[src/rtl/avalon_bus_arbiter.sv]
// avalon_bus_arbiter: two-to-one Avalon arbiter (port 0 = ibus, port 1 = dbus)
// sharing one memory port, with stall lock, outstanding-read limit and
// in-order response routing through an owner FIFO.
// Build option: define ARB_ROUND_ROBIN_EN for round-robin contention;
// otherwise dbus has fixed priority on contention.

package avalon_bus_arbiter_pkg;

    localparam int unsigned ADDR_W = 32;
    localparam int unsigned DATA_W = 32;
    localparam int unsigned BE_W   = DATA_W / 8;

    typedef struct packed {
        logic              read;
        logic              write;
        logic [ADDR_W-1:0] address;
        logic [DATA_W-1:0] writedata;
        logic [BE_W-1:0]   byte_enable;
    } avalon_req_t;

    typedef struct packed {
        logic [DATA_W-1:0] readdata;
        logic              readdatavalid;
        logic              waitrequest;
    } avalon_resp_t;

endpackage

module avalon_bus_arbiter
    import avalon_bus_arbiter_pkg::*;
#(
    parameter int unsigned MAX_OUTSTANDING = 2
) (
    input  logic         clk,
    input  logic         rst,
    input  avalon_req_t  ibus_avalon_req,
    output avalon_resp_t ibus_avalon_resp,
    input  avalon_req_t  dbus_avalon_req,
    output avalon_resp_t dbus_avalon_resp,
    output avalon_req_t  mem_avalon_req,
    input  avalon_resp_t mem_avalon_resp,
    output logic         arb_resp_error
);

    localparam int unsigned CNT_W = $clog2(MAX_OUTSTANDING + 1);

    typedef enum logic {
        UNLOCKED = 1'b0,
        LOCKED   = 1'b1
    } lock_state_t;

    lock_state_t                lock_state_q, lock_state_d;
    logic                       lock_id_q, lock_id_d;
    logic [MAX_OUTSTANDING-1:0] owner_q, owner_d;
    logic [CNT_W-1:0]           count_q, count_d;
    logic                       resp_err_q, resp_err_d;

    logic [1:0]  req_valid;
    logic        lock_hold;
    logic        win_id;
    logic        win_valid;
    avalon_req_t win_req;
    logic        win_read;
    logic        win_write;
    logic        fifo_full;
    logic        blocked;
    logic        accept;
    logic        push;
    logic        pop;

`ifdef ARB_ROUND_ROBIN_EN
    logic last_grant_q, last_grant_d;
`endif

    // Pick the winner: a live lock wins, then contention policy, then lone requester.
    always_comb begin
        req_valid[0] = ibus_avalon_req.read | ibus_avalon_req.write;
        req_valid[1] = dbus_avalon_req.read | dbus_avalon_req.write;
        lock_hold    = (lock_state_q == LOCKED) && req_valid[lock_id_q];
        win_valid    = |req_valid;
        win_id       = 1'b0;
        if (lock_hold) begin
            win_id = lock_id_q;
        end else if (&req_valid) begin
`ifdef ARB_ROUND_ROBIN_EN
            win_id = ~last_grant_q;
`else
            win_id = 1'b1;
`endif
        end else begin
            win_id = req_valid[1];
        end
        win_req = win_id ? dbus_avalon_req : ibus_avalon_req;
    end

    // Qualify the winner's transfer: reads win over writes, reads block when the FIFO is full.
    always_comb begin
        win_read  = win_valid & win_req.read;
        win_write = win_valid & win_req.write & ~win_req.read;
        fifo_full = (count_q == CNT_W'(MAX_OUTSTANDING));
        blocked   = win_read & fifo_full;
        accept    = win_valid & ~blocked & ~mem_avalon_resp.waitrequest;
        push      = accept & win_read;
        pop       = mem_avalon_resp.readdatavalid & (count_q != '0);
    end

    // Forward the winner downstream; idle fields are driven to zero.
    always_comb begin
        mem_avalon_req = '0;
        if (win_valid) begin
            mem_avalon_req.address     = win_req.address;
            mem_avalon_req.writedata   = win_req.writedata;
            mem_avalon_req.byte_enable = win_req.byte_enable;
            mem_avalon_req.read        = win_read & ~blocked;
            mem_avalon_req.write       = win_write;
        end
    end

    // Upstream responses: stall losers and blocked winners, route read data to the FIFO head owner.
    always_comb begin
        ibus_avalon_resp               = '0;
        dbus_avalon_resp               = '0;
        ibus_avalon_resp.readdata      = mem_avalon_resp.readdata;
        dbus_avalon_resp.readdata      = mem_avalon_resp.readdata;
        ibus_avalon_resp.readdatavalid = pop & ~owner_q[0];
        dbus_avalon_resp.readdatavalid = pop & owner_q[0];
        ibus_avalon_resp.waitrequest   = req_valid[0] &
                                         (win_id | blocked | mem_avalon_resp.waitrequest);
        dbus_avalon_resp.waitrequest   = req_valid[1] &
                                         (~win_id | blocked | mem_avalon_resp.waitrequest);
    end

    // Lock next state: hold a stalled grant until it is accepted or its requester gives up.
    always_comb begin
        lock_state_d = lock_state_q;
        lock_id_d    = lock_id_q;
        case (lock_state_q)
            UNLOCKED: begin
                if (win_valid && mem_avalon_resp.waitrequest) begin
                    lock_state_d = LOCKED;
                    lock_id_d    = win_id;
                end
            end
            LOCKED: begin
                if (!lock_hold) begin
                    // Locked port dropped its request: re-evaluate as if unlocked.
                    if (win_valid && mem_avalon_resp.waitrequest) begin
                        lock_state_d = LOCKED;
                        lock_id_d    = win_id;
                    end else begin
                        lock_state_d = UNLOCKED;
                    end
                end else if (accept) begin
                    lock_state_d = UNLOCKED;
                end
            end
            default: lock_state_d = UNLOCKED;
        endcase
    end

    // Owner FIFO as a shift register (head at bit 0) plus sticky orphan-response error.
    always_comb begin
        owner_d    = owner_q;
        count_d    = count_q;
        resp_err_d = resp_err_q;
        if (pop) begin
            owner_d = owner_q >> 1;
            count_d = count_q - CNT_W'(1);
        end
        if (push) begin
            for (int unsigned i = 0; i < MAX_OUTSTANDING; i++) begin
                if (CNT_W'(i) == count_d) begin
                    owner_d[i] = win_id;
                end
            end
            count_d = count_d + CNT_W'(1);
        end
        if (mem_avalon_resp.readdatavalid && (count_q == '0)) begin
            resp_err_d = 1'b1;
        end
    end

`ifdef ARB_ROUND_ROBIN_EN
    // Round-robin pointer moves only on an accepted transfer.
    always_comb begin
        last_grant_d = accept ? win_id : last_grant_q;
    end

    // Round-robin pointer register; port 0 wins the first contention.
    always_ff @(posedge clk) begin
        if (rst) begin
            last_grant_q <= 1'b1;
        end else begin
            last_grant_q <= last_grant_d;
        end
    end
`endif

    // State registers.
    always_ff @(posedge clk) begin
        if (rst) begin
            lock_state_q <= UNLOCKED;
            lock_id_q    <= 1'b0;
            owner_q      <= '0;
            count_q      <= '0;
            resp_err_q   <= 1'b0;
        end else begin
            lock_state_q <= lock_state_d;
            lock_id_q    <= lock_id_d;
            owner_q      <= owner_d;
            count_q      <= count_d;
            resp_err_q   <= resp_err_d;
        end
    end

    assign arb_resp_error = resp_err_q;

endmodule

[config.mk]
export PLATFORM = sky130hd
export DESIGN_NAME = avalon_bus_arbiter
export DESIGN_NICKNAME = d
export VERILOG_FILES = /design/src/rtl/avalon_bus_arbiter.sv
export SDC_FILE = /design/constraint.sdc
export NUM_CORES = 1
export LEC_CHECK = 0
export CAP_MARGIN = 15
export CORE_AREA = 2 2 123 125
export DETAILED_ROUTE_END_ITERATION = 12
export DIE_AREA = 0 0 125 127
export GPL_TIMING_DRIVEN = 1
export PLACE_DENSITY = 0.6
export SLEW_MARGIN = 10
export SYNTH_ARGS = -nofsm -noshare
export SYNTH_HDL_FRONTEND = slang
export SYNTH_SLANG_ARGS = --single-unit
[constraint.sdc]
create_clock -name clk -period 1.8 [get_ports clk]
set_clock_uncertainty 0.05 [all_clocks]
set_input_delay 0.18 -clock clk [delete_from_list [all_inputs] [get_ports clk]]
set_output_delay 0.18 -clock clk [all_outputs]
set_load 0.005 [all_outputs]
==> impl_metrics.toml <==
[run_status]
status = "complete, but fails checks"
violations = "negative setup slack"

[synthesis]
synth_top_family_by_area = "simple AND/OR/NAND/NOR gates"
muxShareOfSynthArea_pct = 1.33
ys_seq_elements = 7
synth_fa_ha_area_share_pct = 2.53
yosysWarnings = 0
synthSimpleGateAreaFrac_pct = 50.7
synth_fp_nets = 538
synth.distinct_cells = 31
syn_inst = 358
syn_area_sq_um = 1980
synth_compound_area_share_pct = 6.27
ys_seq_area_share_pct = 7.09
synth-xor-area-share_pct = 0.443
avgSynthCellArea_sq_um = 5.52

[sta]
finalWorstSetupSlack_ps = -85.5
fin_crit_ps = 1890
setup_viol = 29
worst_slew_pin_slew_ps = 346
period_share_pct = 105
max_freq_mhz = 530
max-slew-margin-rel_pct = 76.9
finalHoldViolCount = 0
maxSlewViolCount = 0
rsz0062_at_grt = "true"

[critical_path]
cp.depth = 9
required_ps = 1570
reg2reg_slack_ps = 70
critPathTopFamily = "buffers and inverters"
path_common_cell = "buf_12"
cp-end-kind = "primary output"
cp-endpoint = "mem_avalon_req[8]"
worstPathBufferInverterCount = 5
r2r_cells = 7
r2r-end = "owner_q[0]"
critPathLaunch = "lock_id_q"
cpMaxStageDelayCell = "dfxtp_2"
rr_startpoint = "count_q[0]"
critPathArrivalTime_ps = 1660
cp_max_fo = 8
cp_cell_sequence = "nand2b_4 > o22ai_4 > buf_6 > buf_12 > buf_12 > buf_4 > nand3_2 > nand2_1 > clkbuf_2"
start_kind = "register"
cp_slowest_stage_delay_ps = 310
crit_type = "reg2out"

[power]
peakVddDrop_mv = 0.294
power-per-cell-area_nw_per_um2 = 480
p_leak_nw = 2.24
total_power_mw = 2.20

[global_routing]
grt_pass1_vias = 2780
grt_pass1_wl_mm = 14.3
antenna_found_initial = 0
grt_max_degree = 34
grt_overflow_total = 0
track_usage_pct = 10.9

[routing]
post_drt_wl_per_cell_um = 14.6
drt_iter0_drc = 58
num_vias = 3007
drc_errors = 0
vias_per_cell = 4.11
postRouteAntennaNets = 0
first_pass_iters = 4
drt-total-wl_mm = 10.7

[clocking]
clock-root-buffer = "clkbuf_16"
cts_sinks = 7
cts_max_level = 1
clk_path_buf_depth = 2
cts_tree = "done"
clk_latency_ps = 230
path_clk_slew_ps = 40
numCtsBuffers = 3

[floorplanning]
dieArea_sq_um = 15900
initial_core_util_pct = 13.7
fp.coreArea_sq_um = 14400
die_h_um = 127
ios = 315
rows = 44
dieWidth_um = 125

[placement]
dpl.hpwl_mm = 6.70
portBuffers = 218
dpl.cell_count = 689
place_ws_ps = -482
gp_congestion = 0.742

[cells_and_area]
drive_gt1_share_pct = 25.6
antenna_cells = 0
utilization_pct = 31.9
layout.nets = 728
fin_cells = 731
synthToLayoutAreaGrowth_pct = 133

[hold_path]
hp-class = "in2out"

[run]
cap_violations = 0
## worst min-delay path by stage
stage	start	endpoint	slack, ps	cells past startpoint
floorplan	mem_avalon_resp[0]	lock_state_q	270	2
global placement	mem_avalon_resp[19]	dbus_avalon_resp[19]	310	0
detailed placement	mem_avalon_resp[19]	dbus_avalon_resp[19]	310	0
CTS	mem_avalon_resp[19]	dbus_avalon_resp[19]	310	0
global route	mem_avalon_resp[15]	ibus_avalon_resp[15]	310	0
finish	mem_avalon_resp[5]	dbus_avalon_resp[5]	310	0
## synthesized netlist by cell type (all sizes together)
cell type / n / area share [%]
nand4: 1 / 0.32
a41o: 1 / 0.51
clkbuf: 8 / 1.5
and3: 1 / 0.32
o22a: 1 / 0.44
xnor2: 1 / 0.44
o21ai: 1 / 0.25
o221a: 1 / 0.57
a21oi: 11 / 2.8
a21o: 1 / 0.38
nand4bb: 1 / 0.57
mux2: 2 / 1.3
dfxtp: 7 / 7.1
a31oi: 1 / 0.32
inv: 5 / 0.95
ha: 4 / 2.5
nand3b: 2 / 0.76
nand2: 139 / 26
nor2b: 3 / 1.1
a211oi: 1 / 0.38
nand3: 69 / 18
nand2b: 3 / 0.95
buf: 81 / 29
nor3: 3 / 0.76
o22ai: 1 / 0.63
nor2: 9 / 1.8
## final cells by class
type,instances,area (sq um)
Sequential cell,7,144
Multi-Input combinational cell,257,1410
Clock buffer,4,78.8
Inverter,5,18.8
Timing Repair Buffer,274,2710
Tap cell,184,230
Fill cell,1567,9830
## cell usage in the layout, fill, tap and decap left out, types with 2 or more instances in the layout
| cell | instances |
|---|---|
| nor2_4 | 2 |
| ha_2 | 2 |
| nor3_1 | 3 |
| nand2_1 | 132 |
| dlymetal6s2s_1 | 2 |
| dfxtp_2 | 3 |
| buf_4 | 30 |
| clkbuf_2 | 19 |
| clkbuf_16 | 9 |
| dfxtp_1 | 4 |
| nand2_2 | 6 |
| clkdlybuf4s15_2 | 4 |
| nand3_2 | 14 |
| nor2_1 | 7 |
| clkdlybuf4s15_1 | 9 |
| mux2_4 | 2 |
| nor2b_1 | 2 |
| clkdlybuf4s50_1 | 140 |
| nand3b_1 | 2 |
| buf_16 | 2 |
| inv_1 | 4 |
| a21oi_2 | 2 |
| nand3_4 | 2 |
| buf_6 | 7 |
| nand2b_4 | 2 |
| buf_12 | 7 |
| dlygate4sd2_1 | 28 |
| ha_1 | 2 |
| buf_8 | 3 |
| nand3_1 | 53 |
| a21oi_1 | 9 |
| buf_2 | 16 |
## power breakdown
part	total, mW	internal, mW	switching [mW]
Clock	0.377	0.295	0.0825
Sequential	0.221	0.197	0.0239
Combinational	1.61	0.970	0.637
Total	2.20	1.46	0.743
## sequential cells by signal (all words and copies together), names as in the netlist
signal          flops
arb_resp_error      1
owner_q             2
lock_state_q        1
lock_id_q           1
count_q             2
## per-stage QoR
step / hold WS [ps] / instance area [sq um] / TNS, ps
floorplan: 266 / 2010 / 0
global placement: 310 / 4030 / -27790
detailed placement: 310 / 4030 / -29650
CTS: 310 / 4270 / -1710
global route: 310 / 4590 / -5180
finish: 310 / 4590 / -1510
## worst register-to-register path: stages, from the launching register on
cell and delay (ps):
dfxtp_2 350, inv_2 40, ha_2 180, nand2b_4 160, mux2_4 320, ha_2 180, nand3_2 60, mux2_4 290
## metal layers
metal	global-route usage (%)	vias to the layer above	part of all wire (%)
li1	-	1474	-
met1	12.5	1312	41
met2	19.3	195	47
met3	3.48	26	9.6
met4	3.33	0	2.2
met5	0	-	0
## cells by family (layout without fill, tap and decap cells)
| family | after synthesis | count (layout) |
|---|---|---|
| and+or+nand+nor | 231 | 231 |
| buffers and inverters | 94 | 283 |
| AOI/OAI and AO/OA | 19 | 19 |
| DFF | 7 | 7 |
| adders and majority gates | 4 | 4 |
| muxes | 2 | 2 |
| xor gates and xnor gates | 1 | 1 |
## timing repair
| action | 4_1_cts | 5_1_grt |
|---|---|---|
| gates cloned | 4 | 7 |
| buffers inserted | 3 | 26 |
| setup endpoints to repair | 74 | 73 |
| endpoints found under the hold margin | 0 | 0 |
| hold buffers | 0 | 0 |
| pin swaps | 5 | 21 |
| resized for setup | 133 | 102 |
Note: power is estimated with default switching activity, not from simulation.
